## config.mk

```make
export PLATFORM = sky130hd
export DESIGN_NAME = lsu_ctrl
export DESIGN_NICKNAME = d
export VERILOG_FILES = /design/src/rtl/lsu_ctrl.sv
export SDC_FILE = /design/constraint.sdc
export NUM_CORES = 1
export LEC_CHECK = 0
export ABC_AREA = 1
export CORE_UTILIZATION = 45
export CTS_BUF_LIST = sky130_fd_sc_hd__clkbuf_2 sky130_fd_sc_hd__clkbuf_4 sky130_fd_sc_hd__clkbuf_8
export CTS_CLUSTER_SIZE = 25
export DETAILED_ROUTE_END_ITERATION = 10
export HOLD_SLACK_MARGIN = 0.03
export PLACE_DENSITY = 0.81
export SETUP_SLACK_MARGIN = 0.15
export SLEW_MARGIN = 20
export SYNTH_ARGS = -nofsm -noshare
export SYNTH_HDL_FRONTEND = slang
export SYNTH_SLANG_ARGS = --single-unit
export TNS_END_PERCENT = 50
```

## constraint.sdc

```tcl
create_clock -name i_clk -period 2.09 [get_ports i_clk]
set_input_delay 0.209 -clock i_clk [delete_from_list [all_inputs] [get_ports i_clk]]
set_output_delay 0.209 -clock i_clk [all_outputs]
set_load 0.01 [all_outputs]
```

## src/rtl/lsu_ctrl.sv

```systemverilog
// Load/store sequencer between RV32I execute and a req/ack + rvalid data memory.
// Optional watchdog on REQ/WAIT enabled by defining LSU_TIMEOUT_EN (limit TIMEOUT_CYC).
module lsu_ctrl #(
    parameter int TIMEOUT_CYC = 255
) (
    input  logic        i_clk,
    input  logic        i_rst_n,
    input  logic        i_ld_en,
    input  logic        i_st_en,
    input  logic [2:0]  i_type_access,
    input  logic [31:0] i_addr,
    input  logic [31:0] i_st_data,
    output logic        o_stall,
    output logic [31:0] o_ld_data,
    output logic        o_ld_vld,
    output logic        o_misalign,
    output logic        o_timeout,
    output logic        o_mem_req,
    output logic        o_mem_we,
    output logic [31:0] o_mem_addr,
    output logic [31:0] o_mem_wdata,
    output logic [3:0]  o_mem_bmask,
    input  logic        i_mem_ack,
    input  logic        i_mem_rvalid,
    input  logic [31:0] i_mem_rdata
);

    typedef enum logic [1:0] {IDLE, REQ, WAIT, DONE} state_t;

    state_t      state, next_state;
    logic        access;
    logic        bad_acc;
    logic [3:0]  acc_mask;
    logic [31:0] acc_wdata;
    logic [1:0]  addr_q;
    logic [2:0]  f3_q;
    logic        st_q;
    logic        tmo_hit;
    logic [7:0]  ld_byte;
    logic [15:0] ld_half;
    logic [31:0] ld_ext;

    assign access  = i_ld_en | i_st_en;
    assign o_stall = ((state == IDLE) & access) | (state == REQ) | (state == WAIT);

    // Reserved funct3 codes and unsigned stores are rejected regardless of address.
    always_comb begin
        bad_acc = 1'b1;
        case (i_type_access)
            3'b000:  bad_acc = 1'b0;
            3'b001:  bad_acc = i_addr[0];
            3'b010:  bad_acc = |i_addr[1:0];
            3'b100:  bad_acc = i_st_en;
            3'b101:  bad_acc = i_st_en | i_addr[0];
            default: bad_acc = 1'b1;
        endcase
    end

    always_comb begin
        acc_mask  = 4'b1111;
        acc_wdata = i_st_data;
        case (i_type_access[1:0])
            2'b00: begin
                acc_mask  = 4'b0001 << i_addr[1:0];
                acc_wdata = {4{i_st_data[7:0]}};
            end
            2'b01: begin
                acc_mask  = i_addr[1] ? 4'b1100 : 4'b0011;
                acc_wdata = {2{i_st_data[15:0]}};
            end
            default: begin
                acc_mask  = 4'b1111;
                acc_wdata = i_st_data;
            end
        endcase
    end

    assign ld_byte = 8'(i_mem_rdata >> {addr_q, 3'b000});
    assign ld_half = addr_q[1] ? i_mem_rdata[31:16] : i_mem_rdata[15:0];

    always_comb begin
        ld_ext = i_mem_rdata;
        case (f3_q)
            3'b000:  ld_ext = {{24{ld_byte[7]}}, ld_byte};
            3'b100:  ld_ext = {24'h0, ld_byte};
            3'b001:  ld_ext = {{16{ld_half[15]}}, ld_half};
            3'b101:  ld_ext = {16'h0, ld_half};
            default: ld_ext = i_mem_rdata;
        endcase
    end

    always_ff @(posedge i_clk) begin
        if (!i_rst_n) state <= IDLE;
        else          state <= next_state;
    end

    always_comb begin
        next_state = state;
        case (state)
            IDLE: if (access) next_state = bad_acc ? DONE : REQ;
            REQ: begin
                if (i_mem_ack)    next_state = st_q ? DONE : WAIT;
                else if (tmo_hit) next_state = DONE;
            end
            WAIT: if (i_mem_rvalid || tmo_hit) next_state = DONE;
            DONE: next_state = IDLE;
            default: next_state = IDLE;
        endcase
    end

    // Memory-side outputs are registered and only move on state transitions.
    always_ff @(posedge i_clk) begin
        if (!i_rst_n) begin
            addr_q      <= 2'b00;
            f3_q        <= 3'b000;
            st_q        <= 1'b0;
            o_mem_req   <= 1'b0;
            o_mem_we    <= 1'b0;
            o_mem_addr  <= 32'h0;
            o_mem_wdata <= 32'h0;
            o_mem_bmask <= 4'b0000;
            o_ld_data   <= 32'h0;
            o_ld_vld    <= 1'b0;
            o_misalign  <= 1'b0;
        end else begin
            o_ld_vld   <= 1'b0;
            o_misalign <= 1'b0;
            case (state)
                IDLE: if (access) begin
                    addr_q <= i_addr[1:0];
                    f3_q   <= i_type_access;
                    st_q   <= i_st_en;
                    if (bad_acc) begin
                        o_misalign <= 1'b1;
                        o_ld_data  <= 32'h0;
                    end else begin
                        o_mem_req   <= 1'b1;
                        o_mem_we    <= i_st_en;
                        o_mem_addr  <= {i_addr[31:2], 2'b00};
                        o_mem_wdata <= acc_wdata;
                        o_mem_bmask <= acc_mask;
                    end
                end
                REQ: if (i_mem_ack || tmo_hit) begin
                    o_mem_req <= 1'b0;
                    o_mem_we  <= 1'b0;
                    if (!i_mem_ack) o_ld_data <= 32'h0;
                end
                WAIT: begin
                    if (i_mem_rvalid) begin
                        o_ld_data <= ld_ext;
                        o_ld_vld  <= 1'b1;
                    end else if (tmo_hit) begin
                        o_ld_data <= 32'h0;
                    end
                end
                default: ;
            endcase
        end
    end

`ifdef LSU_TIMEOUT_EN
    logic [15:0] tmo_cnt;
    logic        tmo_q;

    assign tmo_hit   = ((state == REQ) || (state == WAIT)) && (tmo_cnt == 16'(TIMEOUT_CYC - 1));
    assign o_timeout = tmo_q;

    always_ff @(posedge i_clk) begin
        if (!i_rst_n) begin
            tmo_cnt <= 16'h0;
            tmo_q   <= 1'b0;
        end else begin
            tmo_q <= tmo_hit && (((state == REQ) && !i_mem_ack) || ((state == WAIT) && !i_mem_rvalid));
            if ((state == IDLE) || ((state == REQ) && (next_state == WAIT)))
                tmo_cnt <= 16'h0;
            else if ((state == REQ) || (state == WAIT))
                tmo_cnt <= tmo_cnt + 16'h1;
        end
    end
`else
    assign tmo_hit   = 1'b0;
    assign o_timeout = 1'b0;
`endif

endmodule

```

==> impl_metrics.json <==
{
  "drive_gt1_frac": 0.06351,
  "htreeDepth": 3,
  "clockBufferDepth": 2,
  "core_mm2": 0.01147,
  "routed_wl_um": 15770,
  "syn_to_final_growth_pct": 46.81,
  "root_buffer": "clkbuf_8",
  "grt_usage": 0.2585,
  "clock_skew_ns": 0.003716,
  "critPathKind": "reg2reg",
  "synth_cell_types": 30,
  "setup.worst_path.start_class": "register",
  "holdBufCountCts": 0,
  "crit_chain": "inv_2 > ha_1 > inv_2 > o21ai_1 > nor2_4 > buf_4 > buf_4 > nand3_1 > nor2_1 > nor2_1 > nor2_1",
  "first_iter_violations": 377,
  "dp.cells": 1115,
  "layout_setup_ws_ns": 0.2939,
  "grt-ovfl-total": 0,
  "leakagePower_nw": 3.286,
  "dp_slack_ns": 0.1470,
  "relSlewSlack": 0.5916,
  "antenna_cells": 0,
  "postRouteAntennaNets": 0,
  "dieHeight_um": 110.6,
  "antenna_found_initial": 0,
  "cp.required_ns": 2.35,
  "status": "completed",
  "layout.nets": 1096,
  "setup_viol": 0,
  "finalHoldViolations": 0,
  "grt_use_met2": 0.4124,
  "pin_count": 211,
  "mappedNetlistArea_mm2": 0.005309,
  "top_usage_layer": "met2",
  "drc": 0,
  "cts-buffers-inserted": 9,
  "clock_latency_ns": 0.37,
  "die_w_um": 110.6,
  "fill_cells": 1027,
  "netlist_instances": 789,
  "end_kind": "register",
  "ys_seq_area_frac": 0.4148,
  "use_met1": 0.3160,
  "grt_use_met3": 0.07794,
  "cts_tree": "yes",
  "reg2reg_slack_ns": 0.29,
  "grt_max_degree": 70,
  "grt_pass1_vias": 5490,
  "first_pass_iters": 5,
  "io_buffer_count": 207,
  "timing.fmax_mhz": 556.8,
  "critPathMaxFanout": 5,
  "rsz0062_at_grt": "false",
  "ir_drop_uv": 493.4,
  "cts_num_sinks": 110,
  "drv_cap": 0,
  "crit_arrival_ns": 2.06,
  "hold_class": "in2reg",
  "fin_cells": 1135,
  "yosys_most_used_dff": "dfxtp_1",
  "dr_total_vias": 5776,
  "p_per_area_mw_per_mm2": 1062,
  "async_flop_share": 0,
  "dpl.hpwl_um": 11400,
  "wl_per_cell_um": 13.89,
  "yosys_warnings": 0,
  "finalSetupTns_ns": 0,
  "post-route-period-util": 0.8594,
  "finalCriticalPeriod_ns": 1.796,
  "critPathMostFrequentCell": "nor2_1",
  "initial_utilization": 0.4630,
  "ys_seq_elements": 110,
  "rows": 39,
  "gp_congestion": 0.9112,
  "viasPerCell": 5.089,
  "slowest_stage": "dfxtp_2",
  "cts.reportedPaths.clkPinSlew_ns": 0.09,
  "cpPeakStageDelay_ns": 0.35,
  "slew_viol_final": 0,
  "synth-edff-count": 0,
  "grt_pass1_wl_um": 25900,
  "power_mw": 8.280,
  "die_area_mm2": 0.01224,
  "syn_avg_cell_area_um2": 6.729,
  "worst_slew_pin_slew_ns": 0.6126
}
-- worst max-delay path, delay by kind of cell, from the launching register on --
kind	cells	cell delay [ns]
flops	1	0.35
simple gates	5	0.39
fa+ha+maj	1	0.24
compound gates	1	0.28
buf+inv	4	0.43
-- worst paths after layout --
check	startpoint	endpoint	cells after the start
setup / recovery	state[0]	o_ld_data[23]	11
hold / removal	i_rst_n	o_ld_data[3]	3
setup reg to reg	state[0]	o_ld_data[23]	11
hold reg to reg	o_mem_wdata[9]	o_mem_wdata[9]	2
-- registers in the layout, summed over array words and instances (netlist names) --
signal and flops:
o_ld_data 32, o_mem_wdata 32, o_mem_addr 30, o_mem_bmask 4, f3_q 3, addr_q 2
state 2, o_ld_vld 1, o_mem_req 1, o_mem_we 1, o_misalign 1, st_q 1
-- placed cells by master, fill, tap and decap left out, types with 3 or more instances in the layout --
master	n
buf_4	21
nor3_1	5
ha_1	3
inv_2	6
nor2_4	3
clkbuf_8	11
o21ai_0	63
a21oi_1	79
o21ai_1	16
nand3_1	30
o21a_1	5
mux2i_1	9
nand2_1	127
dfxtp_1	108
nor2_1	201
buf_12	5
inv_1	50
or2_2	3
a21boi_0	17
conb_1	3
clkdlybuf4s50_1	205
-- Yosys cell counts, drive strengths merged (9+ instances only) --
cell,n,share of area
nand2,128,0.091
dfxtp,110,0.41
o21ai,79,0.074
inv,56,0.040
nor2,206,0.15
nand3,31,0.032
mux2i,9,0.017
a21boi,18,0.026
clkbuf,22,0.016
buf,26,0.033
a21oi,79,0.074
-- area by class of cell --
cell class,count,area [µm²],share of cell area
Sequential cell,110,2205,0.2829
Inverter,58,217.7,0.02793
Multi-Input combinational cell,575,2660,0.3413
Tap cell,143,178.9,0.02296
Clock inverter,3,42.54,0.005458
Clock buffer,13,166.4,0.02135
Timing Repair Buffer,233,2323,0.2981
-- metrics by stage --
step           hold WS, ns  instance area [µm²]    util
5_1_grt             0.2267                 7794  0.6797
3_3_place_gp        0.4267                 7533  0.6570
2_1_floorplan       0.3303                 5316       -
6_report            0.2381                 7794  0.6797
4_1_cts             0.2246                 7754  0.6762
3_5_place_dp        0.4333                 7533  0.6570
-- report_power, final --
group	internal [mW]	total, mW	switching (mW)
Combinational	1.87	4.14	2.27
Clock	0.646	1.33	0.689
Sequential	2.55	2.81	0.258
Total	5.06	8.28	3.22
-- per-layer routing --
metal | part of all wire | vias up | wire length [µm]
li1 | - | 2916 | -
met1 | 0.42 | 2569 | 6565
met2 | 0.45 | 251 | 7131
met3 | 0.099 | 40 | 1562
met4 | 0.032 | 0 | 505
met5 | 0 | - | 0
-- kinds of logic after synthesis --
group,count (synthesis),synth area share
AO/OA/AOI/OAI,185,0.1874
adder cells (fa/ha/maj),4,0.009428
buffers and inverters,106,0.08932
flip-flops,110,0.4148
multiplexers,9,0.01697
other,1,0.0007064
AND/OR/NAND/NOR,374,0.2814
-- what timing repair did --
item,4_1_cts,5_1_grt
endpoints found under the setup margin,2,32
pin swaps,0,2
gates resized for setup,5,4
setup buffers,0,4
gates cloned,0,0
Power figures use the tool's default switching activity.
